File: src/rtl/seg_scan_controller_if.sv
// Display-word update handshake between a value producer and the segment scanner.
interface seg_scan_controller_if;
  logic        upd_valid;
  logic [15:0] upd_data;
  logic        upd_ready;

  modport master (output upd_valid, output upd_data, input upd_ready);
  modport slave  (input upd_valid, input upd_data, output upd_ready);
endinterface

File: src/rtl/seg_scan_controller.sv
// Round-robin four-digit seven-segment scanner with blanking guard and
// frame-aligned double-buffered display word.
//
// state    | meaning
// ST_BLANK | all digits off for BLANK_TICKS cycles before each digit slot
// ST_SHOW  | digit idx driven for DIGIT_TICKS cycles (dark if masked/suppressed)
module seg_scan_controller #(
  parameter int DIGIT_TICKS = 100000,
  parameter int BLANK_TICKS = 1000
) (
  input  logic                      clk,
  input  logic                      rst,
  seg_scan_controller_if.slave      upd_if,
  input  logic [3:0]                digit_mask,
  input  logic                      lz_suppress,
  output logic [6:0]                seg,
  output logic [3:0]                seven_enable,
  output logic                      frame_done
);

  localparam int CNT_MAX  = (DIGIT_TICKS > BLANK_TICKS) ? DIGIT_TICKS : BLANK_TICKS;
  localparam int CNT_CLOG = $clog2(CNT_MAX);
  localparam int CNT_W    = (CNT_CLOG < 1) ? 1 : CNT_CLOG;
  localparam logic [CNT_W-1:0] BLANK_LAST = CNT_W'(BLANK_TICKS - 1);
  localparam logic [CNT_W-1:0] DIGIT_LAST = CNT_W'(DIGIT_TICKS - 1);

  typedef enum logic {ST_BLANK, ST_SHOW} state_t;

  state_t           state_q, state_d;
  logic [CNT_W-1:0] cnt_q, cnt_d;
  logic [1:0]       idx_q, idx_d;
  logic [15:0]      disp_q, disp_d;
  logic [15:0]      pend_q, pend_d;
  logic             pend_full_q, pend_full_d;
  logic [6:0]       seg_q, seg_d;
  logic [3:0]       en_q, en_d;
  logic             frame_done_q, frame_done_d;

  logic             frame_end;
  logic             accept;
  logic             suppressed;
  logic             lit;
  logic [3:0]       nib;

  function automatic logic [6:0] hex_decode(input logic [3:0] v);
    logic [6:0] s;
    case (v)
      4'h0:    s = 7'b1000000;
      4'h1:    s = 7'b1111001;
      4'h2:    s = 7'b0100100;
      4'h3:    s = 7'b0110000;
      4'h4:    s = 7'b0011001;
      4'h5:    s = 7'b0010010;
      4'h6:    s = 7'b0000010;
      4'h7:    s = 7'b1111000;
      4'h8:    s = 7'b0000000;
      4'h9:    s = 7'b0010000;
      4'hA:    s = 7'b0001000;
      4'hB:    s = 7'b0000011;
      4'hC:    s = 7'b1000110;
      4'hD:    s = 7'b0100001;
      4'hE:    s = 7'b0000110;
      default: s = 7'b0001110;
    endcase
    return s;
  endfunction

  assign upd_if.upd_ready = !pend_full_q;
  assign seg              = seg_q;
  assign seven_enable     = en_q;
  assign frame_done       = frame_done_q;

  always_comb begin
    state_d     = state_q;
    cnt_d       = cnt_q;
    idx_d       = idx_q;
    disp_d      = disp_q;
    pend_d      = pend_q;
    pend_full_d = pend_full_q;
    frame_end   = 1'b0;
    accept      = upd_if.upd_valid && !pend_full_q;

    case (state_q)
      ST_BLANK: begin
        if (cnt_q == BLANK_LAST) begin
          state_d = ST_SHOW;
          cnt_d   = '0;
        end else begin
          cnt_d = cnt_q + 1'b1;
        end
      end
      ST_SHOW: begin
        if (cnt_q == DIGIT_LAST) begin
          state_d   = ST_BLANK;
          cnt_d     = '0;
          idx_d     = idx_q + 2'd1;
          frame_end = (idx_q == 2'd3);
        end else begin
          cnt_d = cnt_q + 1'b1;
        end
      end
      default: begin
        state_d = ST_BLANK;
        cnt_d   = '0;
      end
    endcase

    // Accept and transfer are mutually exclusive: accept needs pend empty.
    if (frame_end && pend_full_q) begin
      disp_d      = pend_q;
      pend_full_d = 1'b0;
    end
    if (accept) begin
      pend_d      = upd_if.upd_data;
      pend_full_d = 1'b1;
    end

    frame_done_d = frame_end;

    case (idx_d)
      2'd3:    suppressed = lz_suppress && (disp_d[15:12] == 4'h0);
      2'd2:    suppressed = lz_suppress && (disp_d[15:8]  == 8'h0);
      2'd1:    suppressed = lz_suppress && (disp_d[15:4]  == 12'h0);
      default: suppressed = 1'b0;
    endcase

    nib  = disp_d[{idx_d, 2'b00} +: 4];
    lit  = digit_mask[idx_d] && !suppressed;

    // Outputs are decoded from next state so the registers match the state they accompany.
    seg_d = 7'h7F;
    en_d  = 4'hF;
    if ((state_d == ST_SHOW) && lit) begin
      seg_d = hex_decode(nib);
      en_d  = ~(4'b0001 << idx_d);
    end
  end

  always_ff @(posedge clk or negedge rst) begin
    if (!rst) begin
      state_q      <= ST_BLANK;
      cnt_q        <= '0;
      idx_q        <= 2'd0;
      disp_q       <= 16'h0000;
      pend_q       <= 16'h0000;
      pend_full_q  <= 1'b0;
      seg_q        <= 7'h7F;
      en_q         <= 4'hF;
      frame_done_q <= 1'b0;
    end else begin
      state_q      <= state_d;
      cnt_q        <= cnt_d;
      idx_q        <= idx_d;
      disp_q       <= disp_d;
      pend_q       <= pend_d;
      pend_full_q  <= pend_full_d;
      seg_q        <= seg_d;
      en_q         <= en_d;
      frame_done_q <= frame_done_d;
    end
  end

endmodule
File: src/flat_wrapper.sv
// flat-port wrapper written by rule: the top's interface ports become plain ports
module seg_scan_controller_flat 
#(
  parameter int DIGIT_TICKS = 100000,
  parameter int BLANK_TICKS = 1000
)
  (clk, rst, digit_mask, lz_suppress, seg, seven_enable, frame_done, upd_if_upd_valid, upd_if_upd_data, upd_if_upd_ready);
  seg_scan_controller_if upd_if_i ();
  input  logic clk;
  input  logic rst;
  input  logic [3:0] digit_mask;
  input  logic lz_suppress;
  output logic [6:0] seg;
  output logic [3:0] seven_enable;
  output logic frame_done;
  input wire logic [$bits(upd_if_i.upd_valid)-1:0] upd_if_upd_valid;
  input wire logic [$bits(upd_if_i.upd_data)-1:0] upd_if_upd_data;
  output wire logic [$bits(upd_if_i.upd_ready)-1:0] upd_if_upd_ready;
  assign upd_if_i.upd_valid = upd_if_upd_valid;
  assign upd_if_i.upd_data = upd_if_upd_data;
  assign upd_if_upd_ready = upd_if_i.upd_ready;
  seg_scan_controller #(.DIGIT_TICKS(DIGIT_TICKS), .BLANK_TICKS(BLANK_TICKS)) u_core (.clk(clk), .rst(rst), .upd_if(upd_if_i), .digit_mask(digit_mask), .lz_suppress(lz_suppress), .seg(seg), .seven_enable(seven_enable), .frame_done(frame_done));
endmodule
File: config.mk
export PLATFORM = sky130hd
export DESIGN_NAME = seg_scan_controller_flat
export DESIGN_NICKNAME = d
export VERILOG_FILES = /design/src/rtl/seg_scan_controller_if.sv /design/src/rtl/seg_scan_controller.sv /design/src/flat_wrapper.sv
export SDC_FILE = /design/constraint.sdc
export NUM_CORES = 1
export LEC_CHECK = 0
export BUFFER_PORTS_ARGS = -buffer_cell sky130_fd_sc_hd__buf_4
export CAP_MARGIN = 10
export CORE_MARGIN = 2
export CORE_UTILIZATION = 25
export DETAILED_ROUTE_END_ITERATION = 16
export PLACE_DENSITY = 0.39
export SYNTH_ARGS = -nofsm -noshare
export SYNTH_HDL_FRONTEND = slang
export SYNTH_SLANG_ARGS = --single-unit
File: constraint.sdc
create_clock -name clk -period 3.31 [get_ports clk]
set_input_delay 0.662 -clock clk [delete_from_list [all_inputs] [get_ports clk]]
set_output_delay 0.662 -clock clk [all_outputs]
set_load 0.02 [all_outputs]
==> metrics.yaml <==
synth_area_leader_cell: "dfrtp_1"
final_period_minus_worst_setup_slack_ps: 3318
status: "complete, but fails checks"
seqPwrFrac_pct: 43.0
cap_violations: 0
powerDensity_nw_per_um2: 402.0
yosysMostFrequentCell: "dfrtp_1"
cts_made_buffers: 9
rr_worst_depth: 13
portBuffers: 36
gp_congestion: 0.8381
initial_core_util_pct: 25.33
track_usage_pct: 13.28
final_hold_viol_count: 0
ios: 37
synth_nets: 359
grt_overflow: 0
maxSlewHeadroom_pct: 41.17
ir_worst_vdd_v: 0.0002095
setup_ws_ps: -7.618
p_int_mw: 1.554
via_per_inst: 4.546
finalSetupViolCount: 2
synth_edf_count: 0
synth_common_cells: "dfrtp_1, mux2_2, nor2_1"
nets: 452
cp-end-kind: "flop"
ctsHoldBuffers: 0
core_um2: 13720
ys_top_cells_by_area: "dfrtp_1, mux2_2, dfstp_2, mux2i_1, ha_1"
sw_frac_of_total_pct: 20.67
nFillCells: 1388
finalCritPeriodShare_pct: 100.2
worstPathRequired_ps: 3560
wl_per_cell_um: 15.17
hp-class: "in2async"
cts_sinks: 65
synthArstFlopShare_pct: 100.0
die_w_um: 121.9
power_frac_clock_pct: 53.5
crit_type: "reg2reg"
final_cells: 601
dp.cells: 567
ant_nets: 0
dieArea_um2: 14860
ys_seq_elements: 65
clkLatencyLatePin_ps: 340
fin_util_pct: 35.52
multi_input_comb_area_um2: 1881
antenna_found_initial: 0
n_antenna_cell: 0
grt_pass1_wl_um: 14870
die_y_um: 121.9
hpwlAfterDp_um: 6587
yosysSeqAreaShare_pct: 47.21
crit_path_start_kind: "flop"
clockBufferDepth: 2
p_leak_nw: 2.176
yosysWarnings: 0
ys_types: 51
failed_checks: "setup timing"
row_count: 43
skew_ps: 6.683
final_cell_area_um2: 4873
synth_flop_cell: "dfrtp_1"
syn_area_um2: 3475
p_sw_uw: 404.9
placed_area_um2: 4253
worst_pin_slew_ps: 882.5
synthCells: 323
htreeDepth: 3
yosysTopAreaCellShare_pct: 38.89
drc_errors: 0
wl_um: 9117
cts_root_buf: "clkbuf_16"
drv_slew: 0
cts.clk_slew.worst_paths_ps: 50
cts_tree: "done"
grt_max_degree: 66
cp.arrival_ps: 3560
rsz0062_at_grt: "yes"
register_area_um2: 1640
fmax_mhz: 301.4
drt_iter0_drc: 145
path_max_fanout: 5
syn2layout_area_growth_pct: 40.26
drive_gt1_share_pct: 42.99
drt-pass1-iter-count: 4
combinationalPowerShare_pct: 3.5
syn_area_per_cell_um2: 10.76
vias: 2732
grt_pass1_vias: 2751
## final timing paths
path                             startpoint  slack [ps]               end
setup reg to reg           u_core.cnt_q[13]          -8     u_core.seg[3]
setup / recovery           u_core.cnt_q[13]          -8     u_core.seg[3]
hold / removal                          rst         440  u_core.pend_q[4]
max in group asynchronous               rst        2280   u_core.cnt_q[8]
hold reg to reg             u_core.cnt_q[0]         460   u_core.cnt_q[0]
min in group clk            u_core.cnt_q[0]         460   u_core.cnt_q[0]
## metrics by stage
step / power [mW] / setup TNS, ps / hold WS, ps / setup slack, ps
after CTS: 1.998 / 0 / 464.9 / 4.172
after floorplan: 0.8711 / -16.45 / 366.4 / -16.45
after global routing: 2.039 / -655.8 / 486.5 / -156.0
after global placement: 0.9235 / -538.0 / 452.6 / -173.1
final: 1.959 / -11.09 / 441.1 / -7.618
after detailed placement: 0.9247 / -525.6 / 457.5 / -157.4
## area by class of cell
cell class	instances	share of cell area, %
inverter	20	1.540
clock buffer	11	5.186
tap	180	4.621
sequential	65	33.66
clock inverter	5	1.592
timing repair buffer	92	14.81
multi-input combinational	228	38.59
## timing repair
item,CTS,global route
buffers inserted,10,8
pin swaps,9,4
endpoints found under the setup margin,5,11
gates resized for setup,26,11
## logic make-up after synthesis
kind of cell / after synthesis / synth area share (%)
muxes: 47 / 14.55
and+or+nand+nor: 102 / 16.10
AOI/OAI and AO/OA: 50 / 10.23
xor gates and xnor gates: 17 / 4.285
buffers and inverters: 30 / 3.313
adders and majority gates: 12 / 4.321
DFF: 65 / 47.21
## critical path, stage by stage (launching register included)
cell	delay, ps
dfrtp_1	370
or4_4	570
or4_4	460
nor2_4	180
buf_4	150
mux2i_2	80
mux2_4	260
mux2_4	290
buf_6	130
buf_4	140
ha_1	170
and3_4	160
nor4_4	210
a31oi_1	70
## power groups by stage
stage | Sequential [mW] | Clock, mW | Combinational, mW
global route | 0.845 | 1.12 | 0.0779
CTS | 0.842 | 1.09 | 0.0710
floorplan | 0.843 | 0 | 0.0277
finish | 0.842 | 1.05 | 0.0690
detailed placement | 0.854 | 0 | 0.0704
global placement | 0.854 | 0 | 0.0696
## per-layer routing
layer / GRT usage [%] / up-vias / part of all wire, %
li1: - / 1350 / -
met1: 18.98 / 1319 / 52
met2: 18.92 / 53 / 42
met3: 3.652 / 10 / 3.5
met4: 5.244 / 0 / 1.6
met5: 0 / - / 0
## sequential cells by signal, summed over array words and instances (netlist names)
register and flops:
u_core.cnt_q 17, u_core.disp_q 16, u_core.frame_done 1, u_core.idx_q 2
u_core.pend_full_q 1, u_core.pend_q 16, u_core.seg 7, u_core.seven_enable 4
u_core.state_q 1
## placed cells by master (no fill, tap or decap), drive strengths merged, types with 11 or more instances in the layout
cell type	instances
buf	92
dfrtp	54
mux2	28
nor2	26
mux2i	19
nand2	18
inv	18
o21ai	13
nand3	12
ha	12
dfstp	11
clkbuf	11
(Power assumes the default switching activity.)
